--- src/rtl/cla_pkg.sv ---
// Shared types for the multi-word carry look-ahead adder: word type, word width and packet FSM states.
package cla_pkg;
  localparam int CLA_WORD_W = 16;

  typedef logic [15:0] cla_word_t;

  typedef enum logic {
    IDLE = 1'b0,
    BUSY = 1'b1
  } cla_mw_state_t;
endpackage

--- src/rtl/carry_look_ahead_16bit.sv ---
// Combinational 16-bit adder: four 4-bit look-ahead groups with a look-ahead carry between groups.
module carry_look_ahead_16bit (
  input  logic [15:0] a,
  input  logic [15:0] b,
  input  logic        cin,
  output logic [15:0] sum,
  output logic        cout
);
  logic [15:0] g;
  logic [15:0] p;
  logic [3:0]  gg;
  logic [3:0]  gp;
  logic [4:0]  gc;

  assign g = a & b;
  assign p = a ^ b;

  always_comb begin
    for (int k = 0; k < 4; k++) begin
      gp[k] = &p[4*k +: 4];
      gg[k] = g[4*k+3]
            | (p[4*k+3] & g[4*k+2])
            | (p[4*k+3] & p[4*k+2] & g[4*k+1])
            | (p[4*k+3] & p[4*k+2] & p[4*k+1] & g[4*k]);
    end
  end

  // Group carries are resolved from group generate/propagate, not by rippling through bits.
  always_comb begin
    gc[0] = cin;
    gc[1] = gg[0] | (gp[0] & cin);
    gc[2] = gg[1] | (gp[1] & gg[0]) | (gp[1] & gp[0] & cin);
    gc[3] = gg[2] | (gp[2] & gg[1]) | (gp[2] & gp[1] & gg[0]) | (gp[2] & gp[1] & gp[0] & cin);
    gc[4] = gg[3] | (gp[3] & gg[2]) | (gp[3] & gp[2] & gg[1])
          | (gp[3] & gp[2] & gp[1] & gg[0]) | (gp[3] & gp[2] & gp[1] & gp[0] & cin);
  end

  always_comb begin
    logic [3:0] c;
    sum = '0;
    for (int k = 0; k < 4; k++) begin
      c[0] = gc[k];
      c[1] = g[4*k]   | (p[4*k]   & c[0]);
      c[2] = g[4*k+1] | (p[4*k+1] & c[1]);
      c[3] = g[4*k+2] | (p[4*k+2] & c[2]);
      sum[4*k +: 4] = p[4*k +: 4] ^ c;
    end
  end

  assign cout = gc[4];
endmodule

--- src/rtl/cla_multiword_adder.sv ---
// Streaming multi-word adder: one 16-bit word pair per beat, LS word first, carry chained across beats.
// Optional signed-overflow output out_ovf is built when CLA_MULTIWORD_OVF_EN is defined.
module cla_multiword_adder
  import cla_pkg::*;
#(
  parameter int WORD_W    = 16,
  parameter int MAX_WORDS = 8,
  parameter int CNT_W     = $clog2(MAX_WORDS + 1)
) (
  input  logic             clk,
  input  logic             rst,
  input  logic             in_valid,
  output logic             in_ready,
  input  logic [15:0]      in_a,
  input  logic [15:0]      in_b,
  input  logic             in_first,
  input  logic             in_last,
  input  logic             cin,
  output logic             out_valid,
  input  logic             out_ready,
  output logic [15:0]      out_sum,
  output logic             out_last,
  output logic             out_cout,
  output logic [CNT_W-1:0] out_beats,
  output logic             proto_err
`ifdef CLA_MULTIWORD_OVF_EN
  ,
  output logic             out_ovf
`endif
);
  // Handshake: a beat moves when valid && ready; in_ready = !out_valid || out_ready.

  if (WORD_W != CLA_WORD_W) begin : g_bad_word_w
    $error("cla_multiword_adder: WORD_W must be 16");
  end

  localparam logic [CNT_W-1:0] MAX_CNT = CNT_W'(MAX_WORDS);

  cla_mw_state_t    state_q, state_d;
  logic [CNT_W-1:0] count_q, count_d, beat_num;
  logic             carry_q;
  logic             accept;
  logic             cla_cin, cla_cout;
  logic             eff_last, viol;
  cla_word_t        cla_sum;

  assign in_ready = !out_valid || out_ready;
  assign accept   = in_valid && in_ready;

  carry_look_ahead_16bit u_cla (
    .a    (in_a),
    .b    (in_b),
    .cin  (cla_cin),
    .sum  (cla_sum),
    .cout (cla_cout)
  );

  // A beat without first in IDLE restarts the packet with carry-in 0.
  always_comb begin
    cla_cin  = carry_q;
    beat_num = count_q + CNT_W'(1);
    viol     = 1'b0;
    eff_last = in_last;
    state_d  = state_q;
    count_d  = count_q;
    if (in_first) begin
      cla_cin  = cin;
      beat_num = CNT_W'(1);
      viol     = (state_q == BUSY);
    end else if (state_q == IDLE) begin
      cla_cin  = 1'b0;
      beat_num = CNT_W'(1);
      viol     = 1'b1;
    end
    if (!in_last && beat_num == MAX_CNT) begin
      eff_last = 1'b1;
      viol     = 1'b1;
    end
    if (eff_last) begin
      state_d = IDLE;
      count_d = '0;
    end else begin
      state_d = BUSY;
      count_d = beat_num;
    end
  end

  always_ff @(posedge clk) begin
    if (rst) begin
      out_valid <= 1'b0;
      out_sum   <= '0;
      out_last  <= 1'b0;
      out_cout  <= 1'b0;
      out_beats <= '0;
      proto_err <= 1'b0;
      carry_q   <= 1'b0;
      state_q   <= IDLE;
      count_q   <= '0;
    end else begin
      proto_err <= accept && viol;
      if (accept) begin
        out_valid <= 1'b1;
        out_sum   <= cla_sum;
        out_last  <= eff_last;
        out_cout  <= eff_last & cla_cout;
        out_beats <= eff_last ? beat_num : '0;
        carry_q   <= cla_cout;
        state_q   <= state_d;
        count_q   <= count_d;
      end else if (out_ready) begin
        out_valid <= 1'b0;
      end
    end
  end

`ifdef CLA_MULTIWORD_OVF_EN
  // Carry into bit 15 recovered as a^b^sum, compared with the carry out of bit 15.
  always_ff @(posedge clk) begin
    if (rst) begin
      out_ovf <= 1'b0;
    end else if (accept) begin
      out_ovf <= eff_last & ((in_a[15] ^ in_b[15] ^ cla_sum[15]) ^ cla_cout);
    end
  end
`endif
endmodule

--- config.mk ---
export PLATFORM = sky130hd
export DESIGN_NAME = cla_multiword_adder
export DESIGN_NICKNAME = d
export VERILOG_FILES = /design/src/rtl/cla_pkg.sv /design/src/rtl/carry_look_ahead_16bit.sv /design/src/rtl/cla_multiword_adder.sv
export SDC_FILE = /design/constraint.sdc
export NUM_CORES = 1
export LEC_CHECK = 0
export ABC_AREA = 0
export CAP_MARGIN = 20
export CORE_MARGIN = 3
export CORE_UTILIZATION = 41
export DETAILED_ROUTE_END_ITERATION = 6
export GPL_TIMING_DRIVEN = 0
export PLACE_DENSITY = 0.85
export SETUP_SLACK_MARGIN = 0.1
export SLEW_MARGIN = 20
export SYNTH_ARGS = -nofsm -noshare
export SYNTH_HDL_FRONTEND = slang
export SYNTH_SLANG_ARGS = --single-unit
--- constraint.sdc ---
create_clock -name clk -period 3.15 [get_ports clk]
set_input_delay 0.63 -clock clk [delete_from_list [all_inputs] [get_ports clk]]
set_output_delay 0.63 -clock clk [all_outputs]
set_load 0.03 [all_outputs]
==> results of run 1 <==
-- worst max-delay path: cells and delay by family --
family	cells	cell delay, ns
AOI/OAI and AO/OA	3	0.65
xor gates and xnor gates	1	0.15
adders and majority gates	4	1.32
buffers and inverters	1	0.26
and+or+nand+nor	1	0.19
-- state kept, by name, summed over array words and instances, names as in the netlist --
signal	count
carry_q	1
out_beats	4
out_sum	16
out_cout	1
state_q	1
out_last	1
count_q	4
out_valid	1
proto_err	1
-- layout by cell type (no fill, tap or decap), types with 2 or more instances in the layout --
master                            count
sky130_fd_sc_hd__a211oi_1             6
sky130_fd_sc_hd__a21o_1               2
sky130_fd_sc_hd__a21oi_1             20
sky130_fd_sc_hd__a21oi_2              4
sky130_fd_sc_hd__a22oi_1              3
sky130_fd_sc_hd__a31oi_1              2
sky130_fd_sc_hd__and2_1               2
sky130_fd_sc_hd__and3_4               3
sky130_fd_sc_hd__buf_2                8
sky130_fd_sc_hd__buf_4                6
sky130_fd_sc_hd__buf_6                2
sky130_fd_sc_hd__clkbuf_1             2
sky130_fd_sc_hd__clkbuf_2             4
sky130_fd_sc_hd__clkbuf_8             6
sky130_fd_sc_hd__clkdlybuf4s15_2      3
sky130_fd_sc_hd__clkdlybuf4s50_1     37
sky130_fd_sc_hd__dfxtp_1             30
sky130_fd_sc_hd__dlygate4sd2_1       14
sky130_fd_sc_hd__fa_1                 5
sky130_fd_sc_hd__fa_2                 7
sky130_fd_sc_hd__ha_1                10
sky130_fd_sc_hd__ha_2                 2
sky130_fd_sc_hd__ha_4                 5
sky130_fd_sc_hd__inv_1                7
sky130_fd_sc_hd__nand2_1             31
sky130_fd_sc_hd__nand2b_1             2
sky130_fd_sc_hd__nand3_1              4
sky130_fd_sc_hd__nand3b_1             2
sky130_fd_sc_hd__nand4_1              2
sky130_fd_sc_hd__nor2_1              12
sky130_fd_sc_hd__nor2b_1              2
sky130_fd_sc_hd__nor3_1               2
sky130_fd_sc_hd__o21ai_0              2
sky130_fd_sc_hd__o21ai_2              2
sky130_fd_sc_hd__xnor2_1              4
-- report_power, final --
group	internal (mW)	total (mW)	switching [mW]	leakage, nW
Sequential	0.407	0.422	0.0147	0.246
Clock	0.176	0.321	0.145	0.0482
Combinational	0.171	0.363	0.192	0.808
-- synthesized netlist by cell type --
master,number
sky130_fd_sc_hd__a211oi_1,6
sky130_fd_sc_hd__o211a_1,1
sky130_fd_sc_hd__o32a_1,1
sky130_fd_sc_hd__and4b_1,1
sky130_fd_sc_hd__and2b_1,1
sky130_fd_sc_hd__fa_1,12
sky130_fd_sc_hd__nor2b_1,2
sky130_fd_sc_hd__a22oi_1,3
sky130_fd_sc_hd__xor2_1,1
sky130_fd_sc_hd__nor3_1,2
sky130_fd_sc_hd__and2_1,2
sky130_fd_sc_hd__buf_6,2
sky130_fd_sc_hd__buf_2,4
sky130_fd_sc_hd__nor2_1,13
sky130_fd_sc_hd__buf_1,1
sky130_fd_sc_hd__o31ai_2,1
sky130_fd_sc_hd__and3_1,2
sky130_fd_sc_hd__or3_1,1
sky130_fd_sc_hd__nand2_2,1
sky130_fd_sc_hd__inv_1,7
sky130_fd_sc_hd__a21oi_1,24
sky130_fd_sc_hd__nand3b_1,2
sky130_fd_sc_hd__clkbuf_1,1
sky130_fd_sc_hd__o21ai_0,2
sky130_fd_sc_hd__xnor2_1,5
sky130_fd_sc_hd__a31oi_1,2
sky130_fd_sc_hd__o211ai_1,1
sky130_fd_sc_hd__ha_1,17
sky130_fd_sc_hd__nand3_1,4
sky130_fd_sc_hd__o2111ai_1,1
sky130_fd_sc_hd__nor3_2,1
sky130_fd_sc_hd__nand2_1,31
sky130_fd_sc_hd__a21o_1,2
sky130_fd_sc_hd__o21ai_1,2
sky130_fd_sc_hd__dfxtp_1,30
sky130_fd_sc_hd__a221oi_1,1
sky130_fd_sc_hd__a32oi_1,1
sky130_fd_sc_hd__o311ai_2,1
sky130_fd_sc_hd__nand2b_1,2
sky130_fd_sc_hd__nand4_1,2
sky130_fd_sc_hd__and3_4,1
sky130_fd_sc_hd__and4_1,1
sky130_fd_sc_hd__nand2b_2,1
-- per-stage QoR --
stage	setup TNS, ns	cells	hold WS, ns	cell area [sq um]	power [mW]
final	0	325	0.453	2760	1.11
after global routing	0	325	0.477	2760	1.16
after CTS	0	324	0.456	2780	1.11
after detailed placement	-3.53	311	0.448	2540	0.763
after global placement	-3.18	311	0.442	2540	0.753
after floorplan	0	199	0.444	1860	0.614
-- path summary, 6_finish.rpt --
| check | depth (start not counted) | slack (ns) | endpoint |
|---|---|---|---|
| max | 10 | 0.16 | out_sum[15] |
| min reg2reg | 2 | 0.45 | out_sum[6] |
| min | 2 | 0.45 | out_sum[6] |
| max reg2reg | 10 | 0.49 | out_sum[15] |
-- cell type report --
cell class | instances | area, sq um | area share
Multi-Input combinational cell | 154 | 1320 | 0.478
Timing Repair Buffer | 68 | 612 | 0.222
Sequential cell | 30 | 601 | 0.217
Clock buffer | 7 | 86.3 | 0.0313
Tap cell | 50 | 62.6 | 0.0227
Buffer | 8 | 50.0 | 0.0181
Inverter | 7 | 26.3 | 0.00952
Clock inverter | 1 | 5.00 | 0.00181
-- logic make-up (layout without fill, tap and decap cells) --
logic type / after synthesis / count (layout) / share of synthesized area
and+or+nand+nor: 70 / 70 / 0.185
adders and majority gates: 29 / 29 / 0.246
xor gates and xnor gates: 6 / 6 / 0.0285
DFF: 30 / 30 / 0.326
AOI/OAI and AO/OA: 49 / 49 / 0.173
buffers and inverters: 15 / 91 / 0.0414
-- routing by layer --
metal | routed length, um | vias up
met1 | 1920 | 824
li1 | - | 847
met5 | 0 | -
met3 | 333 | 5
met4 | 61 | 0
met2 | 2410 | 57
-- repair_timing --
item	4_1_cts	5_1_grt
hold endpoints to repair	0	0
gates cloned	0	0
pin swaps	21	10
setup endpoints to repair	7	3
hold buffers	0	0
resized for setup	64	8
buffers inserted	5	1
==> results list, run 1 <==
- Clock transition at the registers of the reported paths: 0.06 ns
- Synthesis instantiated 43 different standard cells from the library.
- Post-synthesis sequential area ratio: 0.326
- Dividing the detail-routed wire length by the instance count gives approximately 15 um.
* Detail Placement HPWL: 3530 um
- Critical Path Most Common Cell: sky130_fd_sc_hd__fa_2
- Gr busiest metal: met2
* Startpoint of the most critical register-to-register path: state_q
* List of cells traversed by the critical path: dlygate4sd2_1, ha_4, and3_4, a221oi_4, o21ai_2, fa_2, fa_2, fa_2, xnor2_2, a211oi_1
- Area fraction of the dominant cell type after synthesis: 0.326
- Row generation in the floorplan step produced 23 rows.
- After global routing the overflow that remains totals 0.
- Cell Pwr Density: ~400 mW/mm^2
- The number of global-route vias before repair came to 1666.
- Number of input and output port buffers inserted: 62
- Crit Path Max Fanout: 2
* Worst setup path startpoint: in_b[11]
* Combined area of all synthesized cells: around 0.0018 sq mm
- Maximum VDD drop: about 0.00021 V
- RSZ-0062 raised after global routing: true
- The first global-routing pass estimated between 7000 and 8000 um of wire.
* Clock root buffer master: sky130_fd_sc_hd__clkbuf_8
- Cell count after synthesis: 199
- Pin placement for this block handled 64 I/O pins.
- H-tree lvl count: 2
- For this configuration, the core starts out at a cell density of 0.441.
* Area enclosed by the die boundary: roughly 0.0053 sq mm
- Setup violations remaining at the end of the flow were counted as 0.
* Final period utilization: 0.950
- In this run the static leakage power is between 1 and 1.5 nW.
- Maximum achievable frequency: between 300 and 400 MHz
- Each instance of the synthesized netlist takes up on average 9.26 sq um.
* Area contributors post-synth: sky130_fd_sc_hd__dfxtp_1 (33%), sky130_fd_sc_hd__fa_1 (13%), sky130_fd_sc_hd__ha_1 (12%), sky130_fd_sc_hd__a21oi_1 (6.5%), sky130_fd_sc_hd__nand2_1 (6.3%)
- Number of flip-flops and latches in the synthesized netlist: 30
* Cell taking the most area after synthesis: sky130_fd_sc_hd__dfxtp_1
- At the end of the flow, the number of nets in the layout was ~340.
* Warnings from Yosys: 0
* Number of buffers created by CTS: 5
* Setup crit end kind: register
- DRC viols: 0
- Setup slack on the critical path of the routed design comes to 0.157 ns.
- Width of the die: about 73 um
- Clock insertion delay at the later pin of the skew report: 0.29 ns
* Standard cell with the maximum stage delay on the critical path: sky130_fd_sc_hd__fa_2
- Vert. Die Dim: between 70 and 80 um
- On the final layout, the worst clock skew is around 0.0084 ns.
- Data on the critical path arrives at its endpoint at 3.19 ns.
- Detailed-router iteration count before antenna repair: 4
- Met2 capacity usage during global routing: 0.313
- Core Box Area: about 0.0042 sq mm
* Category of the critical setup timing path: input port to register
- The tool flagged a number of max-cap violations equal to 0.
- Met1 Resource Use GR: 0.214
- For the pin with the worst max-slew slack, the measured transition is 0.485 ns.
- Detailed Route WL: between 4000 and 5000 um
* Global-route usage over all layers: 0.182
- The longest clock path from root to sink contains 2 buffers.
- Maximum number of pins on one net before global-route repair: 11
- Result of the run: complete, no violations
* Share of cells above drive strength 1: 0.222
- Initial antenna violation count: 0
* Data required time at the worst endpoint: approximately 3.4 ns
- Synth-to-layout area growth: 49.9%
* Max stage delay on crit path: between 0.3 and 0.4 ns
- 0 antenna diodes ended up in the layout.
- GRT met3 Usage: 0.0606
- CTS saw 30 sinks.
* Type of the worst min-delay path: register to register
- Number of DRC markers in iteration 0: around 130
- STA classifies the critical path startpoint as an input port.
- Hold Path Origin: out_sum[6]
* Clock tree from TritonCTS: yes
- The final route contains ~1700 vias.
- When the netlist entered floorplanning its net count stood at roughly 270.
- At the end of routability-driven placement, the weighted congestion stood at roughly 0.85.
- Number of endpoints with negative hold slack in the final report: 0
- Residual antenna-violating net count after detailed routing: 0
- Post-Route Utilization: 0.662
* Number of filler instances in the final layout: about 340
- After layout, the minimum clock period comes to 2.99 ns.
- The final-report max-slew violation count is 0.
- Via/cell ratio: 5.33
* Relative slew slack: 0.677
* Post-placement setup slack: -0.636 ns
Note: power is estimated with default switching activity, not from simulation.
==> run 2: changes to the inputs <==
Settings changed: CORE_MARGIN 3 to unset.
==> results list, run 2 (synthesis results as in run 1) <==
* Number of filler instances in the final layout: 367 (+7.6%)
- The arrival time at the worst endpoint came to 3.20 ns (about the same).
- Clock tree from TritonCTS: yes
- The starting utilization of the core area was 0.426 (-0.0155).
- The overall routed net length is 4540 um (-3.9%).
* Via/cell ratio: 5.26 (-1.4%)
* Share of cells above drive strength 1: 0.199 (-0.0226)
- Post-Route Utilization: 0.649 (-0.0125)
- The average wire per cell in the routed design came to 14.1 um (-3.3%).
* Worst hold slack across all endpoints: 0.453 ns (-0.000280 ns)
- The hold-fix buffer count after cts is 0 (unchanged).
- In the layout the commonest cells are sky130_fd_sc_hd__clkdlybuf4s50_1 (38), sky130_fd_sc_hd__nand2_1 (31), sky130_fd_sc_hd__dfxtp_1 (30), sky130_fd_sc_hd__a21oi_1 (19), sky130_fd_sc_hd__dlygate4sd2_1 (18).
- Number of DRC markers in iteration 0: 74 (-44%)
- The number of iterations in the first detailed-routing pass came to 4 (unchanged).
* DRC viols: 0 (unchanged)
- Sort of element at the start of the critical path: input port
* Detail Placement HPWL: 3330 um (-5.6%)
- The global-route wire length before repair came to 7500 um (+0.83%).
- The path depth of the worst reg2reg path was 10 (unchanged).
- Overall via count from detail_route: 1698 (-2.0%)
- In this run the critical register-to-register path is launched from state_q.
* Hold Path Origin: out_sum[1]
- The measured slew at the worst slew-check pin came to 0.509 ns (+0.0241 ns).
- Relative slew slack: 0.661 (-0.0161)
- The leakage power summed over all cells came to 1.09 nW (-1.1%).
* Power after layout: 1.11 mW (+0.49%)
- The met2 track demand over resource in global routing was 0.345 (+0.0324).
- Type of the worst min-delay path: register to register
- Final period utilization: 0.945 (-0.00570)
- The largest net degree at the start of global routing came to 11 (unchanged).
- Maximum VDD drop: 0.000217 V (+4.9%)
- Setup crit end kind: register
- Category of the critical setup timing path: input port to register
* GRT met3 Usage: 0.0541 (-0.00651)
* Clock transition at the registers of the reported paths: 0.07 ns (about the same)
- Max FFs per register: 16 (unchanged)
- Final setup skew: 0.00614 ns (-0.00223 ns)
- Leading cell type in the layout, fill and taps excluded: sky130_fd_sc_hd__clkdlybuf4s50_1
- The count of input and output buffers came to 62 (unchanged).
- The I/O pin total came to 64 (unchanged).
- Result of the run: complete, no violations
* Register name with the most flops: out_sum
* Number of buffers on the longest clock path: 2 (unchanged)
- Worst hold path stage count: 2 (unchanged)
- RSZ-0062 raised after global routing: false
* Routability Congestion: 0.829 (-2.3%)
- Reg-to-reg setup timing slack: 0.50 ns (about the same)
* Initial antenna violation count: 0 (unchanged)
* Width of the die: 69.0 um (-5.5%)
- The count of antenna-violating nets left after detailed routing is 0 (unchanged).
- The endpoint identified for the worst register-to-register timing path is out_sum[14].
- The total of max-cap violations was 0 (unchanged).
- The depth of the CTS H-tree is 2 (unchanged).
* Via count of the first global-routing pass: 1719 (+3.2%)
- Met1 Resource Use GR: 0.230 (+0.0163)
- The highest clock frequency the design can meet is 336 MHz (+0.60%).
- Setup TNS after final layout: 0 ns (unchanged)
- Number of antenna repair diodes: 0 (unchanged)
- Clock insertion delay at the later pin of the skew report: 0.29 ns (about the same)
- The required time of the worst setup path came to 3.37 ns (+0.02 ns).
* Area enclosed by the die boundary: 0.00476 sq mm (-11%)
- Number of max-slew violations in the final report: 0 (unchanged)
- Clock Sink Count: 30 (unchanged)
- Final Net Count: 338 (-1.2%)
- The total CTS buffers is 5 (unchanged).
- Synth-to-layout area growth: 52.4%
- Cell Pwr Density: 396 mW/mm^2 (-1.2%)
- The remaining global-route overflow was 0 (unchanged).
- Crit Path Max Fanout: 2 (unchanged)
- Worst hold path endpoint: out_sum[1]
* Vert. Die Dim: 69.0 um (-5.5%)
* Number of endpoints with negative hold slack in the final report: 0 (unchanged)
* Clock period minus final worst setup slack: 2.98 ns (-0.0180 ns)
- The global routing stage identified its most utilized layer as met2.
* Clock root buffer master: sky130_fd_sc_hd__clkbuf_8
- The global-route usage over all layers was 0.199 (+0.0165).
* # rows: 24 (+4.3%)
- Registers with the most flip-flops: out_sum x16, count_q x4, out_beats x4
* Total setup violations reported at the end of the flow: 0 (unchanged)
- The core outline area is 0.00432 sq mm (+3.6%).
[run 2: cell count changes in the layout (fill, tap and decap cells not counted), sizes merged]
cell | before | now
clkdlybuf4s50 | 37 | 38
dlygate4sd2 | 14 | 18
clkbuf | 12 | 7
clkdlybuf4s15 | 3 | 4
clkinvlp | 0 | 1
buf | 17 | 11
[run 2: how the worst max path moves through the flow]
| stage | startpoint | endpoint | slack [ns] | cells after the start |
|---|---|---|---|---|
| 6_report | in_a[1] | out_sum[14] | 0.17 | 12 |
| 5_1_grt | in_a[9] | out_sum[15] | 0.08 | 10 |
| 4_1_cts | in_b[10] | out_sum[15] | 0.10 | 10 |
| 3_5_place_dp | in_a[0] | out_sum[15] | -0.63 | 12 |
| 3_3_place_gp | in_a[0] | out_sum[15] | -0.61 | 12 |
| 2_1_floorplan | in_a[0] | out_sum[15] | 0.08 | 11 |
[run 2: cell type report]
cell class                      count  area (sq um)  area share
Buffer                              8          50.0      0.0178
Clock buffer                        6          82.6      0.0294
Clock inverter                      2          12.5     0.00446
Inverter                            7          26.3     0.00936
Multi-Input combinational cell    154          1370       0.486
Sequential cell                    30           601       0.214
Tap cell                           52          65.1      0.0232
Timing Repair Buffer               64           606       0.216
[run 2: where the power goes]
part / total (mW) / switching [mW] / internal, mW
clock network: 0.324 / 0.149 / 0.175
registers: 0.422 / 0.0155 / 0.407
logic: 0.365 / 0.192 / 0.172
[run 2: repair_timing]
action / 4_1_cts / 5_1_grt
pin swaps: 19 / 10
resized for setup: 54 / 8
endpoints found under the setup margin: 7 / 5
setup buffers: 1 / 1
[run 2: worst max-delay path, stage by stage]
cell and delay (ns):
sky130_fd_sc_hd__dlygate4sd2_1 0.26, sky130_fd_sc_hd__ha_2 0.19, sky130_fd_sc_hd__a21o_1 0.21, sky130_fd_sc_hd__a21oi_4 0.19, sky130_fd_sc_hd__a21oi_4 0.09, sky130_fd_sc_hd__nor2_2 0.13, sky130_fd_sc_hd__o21ai_2 0.08, sky130_fd_sc_hd__fa_2 0.35
sky130_fd_sc_hd__fa_2 0.35, sky130_fd_sc_hd__fa_2 0.52, sky130_fd_sc_hd__nand2_1 0.06, sky130_fd_sc_hd__a21oi_2 0.13
[run 2: through the flow]
step | setup slack (ns) | cells | cell area, sq um
global route | 0.0796 | 323 | 2810
finish | 0.175 | 323 | 2810
global placement | -0.607 | 313 | 2540
detailed placement | -0.626 | 313 | 2540
floorplan | 0.0802 | 199 | 1860
CTS | 0.101 | 322 | 2760
[run 2: per-layer routing]
metal,routed length (um),share of wire,up-vias
met5,0,0,-
met4,96,0.021,0
met3,273,0.060,8
met2,2300,0.51,64
met1,1880,0.41,788
li1,-,-,838
